`config.mk`:
```
export PLATFORM = sky130hd
export DESIGN_NAME = micro_sequencer
export DESIGN_NICKNAME = d
export VERILOG_FILES = /design/src/rtl/micro_sequencer.sv
export SDC_FILE = /design/constraint.sdc
export NUM_CORES = 1
export LEC_CHECK = 0
export ABC_AREA = 0
export ABC_CLOCK_PERIOD_IN_PS = 3900
export BUFFER_PORTS_ARGS = -buffer_cell sky130_fd_sc_hd__buf_4
export CORE_MARGIN = 10
export CORE_UTILIZATION = 61
export DETAILED_ROUTE_END_ITERATION = 8
export PLACE_DENSITY = 0.82
export SYNTH_ARGS = -nofsm -noshare
export SYNTH_HDL_FRONTEND = slang
export SYNTH_SLANG_ARGS = --single-unit
```
`constraint.sdc`:
```
create_clock -name MICROSEQ_CLOCK_50 -period 3.9 [get_ports MICROSEQ_CLOCK_50]
set_input_delay 0.78 -clock MICROSEQ_CLOCK_50 [delete_from_list [all_inputs] [get_ports MICROSEQ_CLOCK_50]]
set_output_delay 0.78 -clock MICROSEQ_CLOCK_50 [all_outputs]
set_load 0.005 [all_outputs]
```
`src/rtl/micro_sequencer.sv`:
```
// -----------------------------------------------------------------------------
// micro_sequencer
//   Microprogram sequencer. Owns the control store address register (CSAR)
//   and chooses the next microaddress every cycle. The choices are: next
//   sequential, conditional or unconditional jump, opcode decode, call and
//   return. The sequencer holds the CSAR while a memory access is
//   outstanding. A small LIFO keeps return addresses for microsubroutines.
//
// Ports
//   MICROSEQ_CLOCK_50           in   system clock, rising edge
//   MICROSEQ_ResetInLow_In      in   asynchronous reset, active low
//   MICROSEQ_Cond_InBus         in   3  000 next, 001 always, 010 N, 011 Z,
//                                       100 V, 101 C, 110 decode, 111 return
//   MICROSEQ_JumpAddress_InBus  in   jump target from the microword
//   MICROSEQ_Call_In            in   push CSAR+1 when a jump is taken
//   MICROSEQ_Flags_InBus        in   4  {N,Z,V,C}
//   MICROSEQ_DecodeOp_InBus     in   opcode from the instruction register
//   MICROSEQ_MemReq_In          in   current microword starts a memory access
//   MICROSEQ_MemReady_In        in   memory access complete
//   MICROSEQ_CSAddress_OutBus   out  CSAR (registered)
//   MICROSEQ_Stall_Out          out  CSAR held waiting for memory
//   MICROSEQ_StackErr_Out       out  sticky stack overflow/underflow flag
// -----------------------------------------------------------------------------
module micro_sequencer #(
  parameter int DATAWIDTH_CSADDRESS = 11,
  parameter int DATAWIDTH_OPS       = 8,
  parameter int STACK_DEPTH         = 4,
  parameter logic [DATAWIDTH_CSADDRESS-1:0] RESET_VECTOR = 11'h000,
  parameter logic [DATAWIDTH_CSADDRESS-1:0] FAULT_VECTOR = 11'h7F0
) (
  input  logic                           MICROSEQ_CLOCK_50,
  input  logic                           MICROSEQ_ResetInLow_In,
  input  logic [2:0]                     MICROSEQ_Cond_InBus,
  input  logic [DATAWIDTH_CSADDRESS-1:0] MICROSEQ_JumpAddress_InBus,
  input  logic                           MICROSEQ_Call_In,
  input  logic [3:0]                     MICROSEQ_Flags_InBus,
  input  logic [DATAWIDTH_OPS-1:0]       MICROSEQ_DecodeOp_InBus,
  input  logic                           MICROSEQ_MemReq_In,
  input  logic                           MICROSEQ_MemReady_In,
  output logic [DATAWIDTH_CSADDRESS-1:0] MICROSEQ_CSAddress_OutBus,
  output logic                           MICROSEQ_Stall_Out,
  output logic                           MICROSEQ_StackErr_Out
);

  localparam int AW    = DATAWIDTH_CSADDRESS;
  localparam int SP_W  = $clog2(STACK_DEPTH + 1);
  localparam int IDX_W = (STACK_DEPTH > 1) ? $clog2(STACK_DEPTH) : 1;
  localparam logic [SP_W-1:0] SP_FULL = SP_W'(STACK_DEPTH);

  typedef enum logic [1:0] {
    ST_RUN      = 2'd0,
    ST_WAIT_MEM = 2'd1,
    ST_FAULT    = 2'd2
  } state_t;

  state_t          state_q, state_d;
  logic [AW-1:0]   csar_q, csar_d;
  logic [SP_W-1:0] sp_q, sp_d;
  logic            err_q, err_d;

  // The return stack is only a few entries deep. It uses an asynchronous
  // read so that a return can complete in one cycle. The stack therefore
  // maps to registers, not block RAM.
  logic [AW-1:0]    stack_mem [0:(1 << IDX_W)-1];
  logic [IDX_W-1:0] push_idx, pop_idx;

  logic [AW-1:0] inc_addr, decode_addr, next_addr, stack_top;
  logic          cond_true, push_req, pop_req, stack_err;
  logic          apply, push_en, stall;

  assign inc_addr  = csar_q + AW'(1);
  assign push_idx  = IDX_W'(sp_q);
  assign pop_idx   = IDX_W'(sp_q - SP_W'(1));
  assign stack_top = stack_mem[pop_idx];

  // Opcodes with the top two bits equal to 00 are grouped into 32-word
  // blocks. All other opcodes each get a 4-word slot.
  // Both forms set the MSB, so decode targets land in the upper half.
  assign decode_addr = (MICROSEQ_DecodeOp_InBus[7:6] == 2'b00) ?
                       {1'b1, MICROSEQ_DecodeOp_InBus[7:3], 5'b0} :
                       {1'b1, MICROSEQ_DecodeOp_InBus[7:0], 2'b0};

  // Next-address decision. It uses the microword and flags that are
  // present this cycle.
  always_comb begin
    cond_true = 1'b0;
    next_addr = inc_addr;
    push_req  = 1'b0;
    pop_req   = 1'b0;
    stack_err = 1'b0;
    case (MICROSEQ_Cond_InBus)
      3'b001:  cond_true = 1'b1;
      3'b010:  cond_true = MICROSEQ_Flags_InBus[3];
      3'b011:  cond_true = MICROSEQ_Flags_InBus[2];
      3'b100:  cond_true = MICROSEQ_Flags_InBus[1];
      3'b101:  cond_true = MICROSEQ_Flags_InBus[0];
      default: cond_true = 1'b0;
    endcase
    case (MICROSEQ_Cond_InBus)
      3'b000: next_addr = inc_addr;
      3'b110: next_addr = decode_addr;
      3'b111: begin
        if (sp_q == '0) stack_err = 1'b1;
        else begin
          next_addr = stack_top;
          pop_req   = 1'b1;
        end
      end
      default: begin
        if (cond_true) begin
          next_addr = MICROSEQ_JumpAddress_InBus;
          if (MICROSEQ_Call_In) begin
            if (sp_q == SP_FULL) stack_err = 1'b1;
            else                 push_req  = 1'b1;
          end
        end
      end
    endcase
    if (stack_err) next_addr = FAULT_VECTOR;
  end

  // Control FSM. The FAULT state marks the cycle in which the fault vector
  // was loaded. Apart from that, FAULT behaves exactly like RUN.
  always_comb begin
    state_d = state_q;
    csar_d  = csar_q;
    sp_d    = sp_q;
    err_d   = err_q;
    apply   = 1'b0;
    stall   = 1'b0;
    push_en = 1'b0;
    case (state_q)
      ST_WAIT_MEM: begin
        stall = 1'b1;
        if (MICROSEQ_MemReady_In) apply = 1'b1;
      end
      default: begin
        if (MICROSEQ_MemReq_In && !MICROSEQ_MemReady_In) begin
          stall   = 1'b1;
          state_d = ST_WAIT_MEM;
        end else begin
          apply = 1'b1;
        end
      end
    endcase
    if (apply) begin
      csar_d = next_addr;
      if (stack_err) begin
        state_d = ST_FAULT;
        err_d   = 1'b1;
      end else begin
        state_d = ST_RUN;
        if (push_req) begin
          push_en = 1'b1;
          sp_d    = sp_q + SP_W'(1);
        end else if (pop_req) begin
          sp_d = sp_q - SP_W'(1);
        end
      end
    end
  end

  always_ff @(posedge MICROSEQ_CLOCK_50 or negedge MICROSEQ_ResetInLow_In) begin
    if (!MICROSEQ_ResetInLow_In) begin
      state_q <= ST_RUN;
      csar_q  <= RESET_VECTOR;
      sp_q    <= '0;
      err_q   <= 1'b0;
    end else begin
      state_q <= state_d;
      csar_q  <= csar_d;
      sp_q    <= sp_d;
      err_q   <= err_d;
    end
  end

  // Stack contents are not reset. Only SP tracks validity.
  always_ff @(posedge MICROSEQ_CLOCK_50) begin
    if (push_en) stack_mem[push_idx] <= inc_addr;
  end

  assign MICROSEQ_CSAddress_OutBus = csar_q;
  assign MICROSEQ_StackErr_Out     = err_q;
  // Stall is combinational from MemReq. It is masked while reset is held.
  assign MICROSEQ_Stall_Out        = stall & MICROSEQ_ResetInLow_In;

endmodule

```
==> impl_results.md <==
* CTS Hold Bufs at 0
* Crit-path cells: buf_4, inv_1, ha_1, nand2b_1, nor2_1, nor2_2, nor4bb_2, and2_1
* Setup Skew at 0.0139 ns
* TritonCTS clock tree: built
* Placement Setup Slack at 0.794 ns
* Uppermost layer routed: met4
* Seq cells post-synth at 61
* CP Depth at 8
* Mapped Cells at 234
* Max Clock Freq at 342 MHz
* Average wire per standard cell at 20.9 µm
* Worst path bufs/invs at 2
* DR iter-0 viols at 318
* Die area at 8280 µm²
* WL final at 7410 µm
* Switching power at 0.747 mW
* Design Area, Final at 3670 µm²
* Synth async-reset ratio at 0.279
* Post-CTS sizing at 0
* Dpl hpwl at 5360 µm
* Met3 routed WL at 536 µm
* P_int at 1.62 mW
* Placed inst area at 3450 µm²
* Post-CTS Setup Bufs at 0
* Setup TNS at 0 ns
* Status: finished clean
* Final Cycle Share at 0.750
* Synth area leader: edfxtp_1
* Warnings, synthesis at 0
* Site row count at 25
* Initial antenna violation count at 0
* Net Sw Frac at 0.316
* Critical Path Source Type: register
* Final Util at 0.763
* Synth-to-Final Area Change at 19.5%
* Slew margin rel. at 0.437
* Synth top area share at 0.430
* Final Hold Fails at 0
* Core Region at 4820 µm²
* GRT Overall Usage at 0.184
* Fillers at 336
* Clock buffer count from CTS at 9
* Slew Limit Fails at 0
* Peak supply drop at 0.466 mV
* CTS H-tree depth at 3
* Vias per cell at 6.25
* Count leader, synth: edfxtp_1
* Non-Filler Instances at 355
* DRT Pass-1 Iters at 5
* I/O pins at 44
* Worst-Margin Slew at 0.842 ns
* First-pass GRT wire length at 11900 µm
* Initial core utilization at 0.638
* Syn Area/Cell at 13.1 µm²
* Worst-skew pair later-pin latency at 0.34 ns
* Share of power burned in registers at 0.398
* Metal2 WL at 3630 µm
* Worst endpoint data arrival time at 2.89 ns
* Synth cell types at 52
* Clock share of power at 0.269
* Via count at 2220
* Synth cell count leaders: 44 x edfxtp_1, 21 x nand2_1, 17 x dfrtp_1
* Share of post-route cells with drive strength above 1 at 0.299
* GR Overflow Total at 0
* Cell Pwr Density at 644 nW/µm²
* DRC Markers at 0
* HP Class: in2async
* Post-Syn Nets at 272
* Area contributors post-synth: edfxtp_1 43%, dfrtp_1 14%, mux4_2 8.1%, ha_1 2.8%, nand2_1 2.6%
* Met1 WL at 3040 µm
* Primary FF master, synth: edfxtp_1
* Combinational Power Share at 0.333
* CP Capture Type: register
* Inst Count DP at 339
* CTS max path bufs at 2
* Slowest stage delay, CP at 0.65 ns
* Fin nets at 321
* Cell family with most CP delay: simple AND/OR/NAND/NOR gates
* Lkg Pwr at 1.39 nW
* Multi-input logic area at 1250 µm²
* Kind of critical path: reg2reg
* CTS sink cnt at 61
* Sequential area share after synthesis at 0.568
* Vias in the first global route at 2295
* Reg2reg path depth at 8
* Worst reg-to-reg setup slack at 0.97 ns
* CTS root buffer: clkbuf_8
* Register area at 1750 µm²
* Reg clk slew, reported paths at 0.07 ns
* Netlist Area Pre-Place at 3070 µm²
* EDFF count, synth at 44
* Max Cap Viol at 0
* Fin crit period at 2.93 ns
* Port bufs at 43
* Die height at 91.0 µm
* Worst EP required at 3.87 ns
* GPL Wtd Cong at 0.899
* Final setup fails at 0
* Slowest CP cell: and2_1
* Crit-path max FO at 15
* RSZ-0062 raised after global routing: false
* Setup ws final at 0.974 ns
* Die X at 91.0 µm
* Largest net degree at the start of global routing at 19
* Number of inserted diodes at 0
* Final ANT Viol Nets at 0
cell usage in the layout (no fill, tap or decap), types with 2 or more instances in the layout:
master     count
clkbuf_8      11
a21o_1         2
and2_1         4
a21oi_1       15
a221oi_1       7
clkbuf_1       2
nor2_2         2
xor2_1         6
nor3b_1        2
nand2b_1       3
inv_1          6
o211ai_1       2
ha_1           7
dfrtp_1       17
a21oi_2        4
mux4_2        11
a22o_1         3
bufinv_16      2
edfxtp_1      44
buf_4         45
nor2_1        15
nor3_1         6
nand2_1       21
a222oi_1       2
xnor2_1        5
nand3_1        6
o21ai_1        4
nand3b_1       4
o21ai_0        6
flip-flops by register name, indices dropped and copies added, names as in the netlist:
signal                     flops
state_q                        2
stack_mem                     44
MICROSEQ_StackErr_Out          1
sp_q                           3
MICROSEQ_CSAddress_OutBus     11
power by group through the flow:
stage	clock network [mW]	logic, mW	registers [mW]
2_1_floorplan	0	0.540	0.938
3_3_place_gp	0	0.769	0.947
3_5_place_dp	0	0.790	0.951
4_1_cts	0.641	0.797	0.938
5_1_grt	0.675	0.871	0.953
6_report	0.637	0.789	0.941
final timing paths:
| kind | from | endpoint |
|---|---|---|
| max | sp_q[0] | stack_mem[2][7] |
| min | MICROSEQ_ResetInLow_In | state_q[1] |
| max reg2reg | sp_q[0] | stack_mem[2][7] |
| min reg2reg | MICROSEQ_StackErr_Out | MICROSEQ_StackErr_Out |
| max in group asynchronous | MICROSEQ_ResetInLow_In | MICROSEQ_CSAddress_OutBus[0] |
| min in group MICROSEQ_CLOCK_50 | MICROSEQ_StackErr_Out | MICROSEQ_StackErr_Out |
layout make-up:
class | count | area share
flip-flops and latches | 61 | 0.475
inverters | 7 | 0.00715
repair buffers | 45 | 0.0920
well taps | 67 | 0.0228
multi-input cells | 159 | 0.341
clock buffers | 13 | 0.0433
clock inverters | 3 | 0.0184
kinds of logic after synthesis:
family,synth area share
adders and majority gates,0.0285
xor gates and xnor gates,0.0313
AOI/OAI and AO/OA,0.134
muxes,0.0806
DFF,0.568
buffers and inverters,0.0244
and+or+nand+nor,0.134
stage by stage:
stage	hold WS (ns)	total power, mW
2_1_floorplan	0.459	1.48
3_3_place_gp	0.453	1.72
3_5_place_dp	0.456	1.74
4_1_cts	0.303	2.38
5_1_grt	0.301	2.50
6_report	0.302	2.37
layer usage:
metal  vias to the layer above  GRT usage
met5                         -          0
met4                         0     0.0822
met3                        21     0.0453
met2                       126      0.300
met1                      1074      0.227
li1                        999          -
Power figures use the tool's default switching activity.
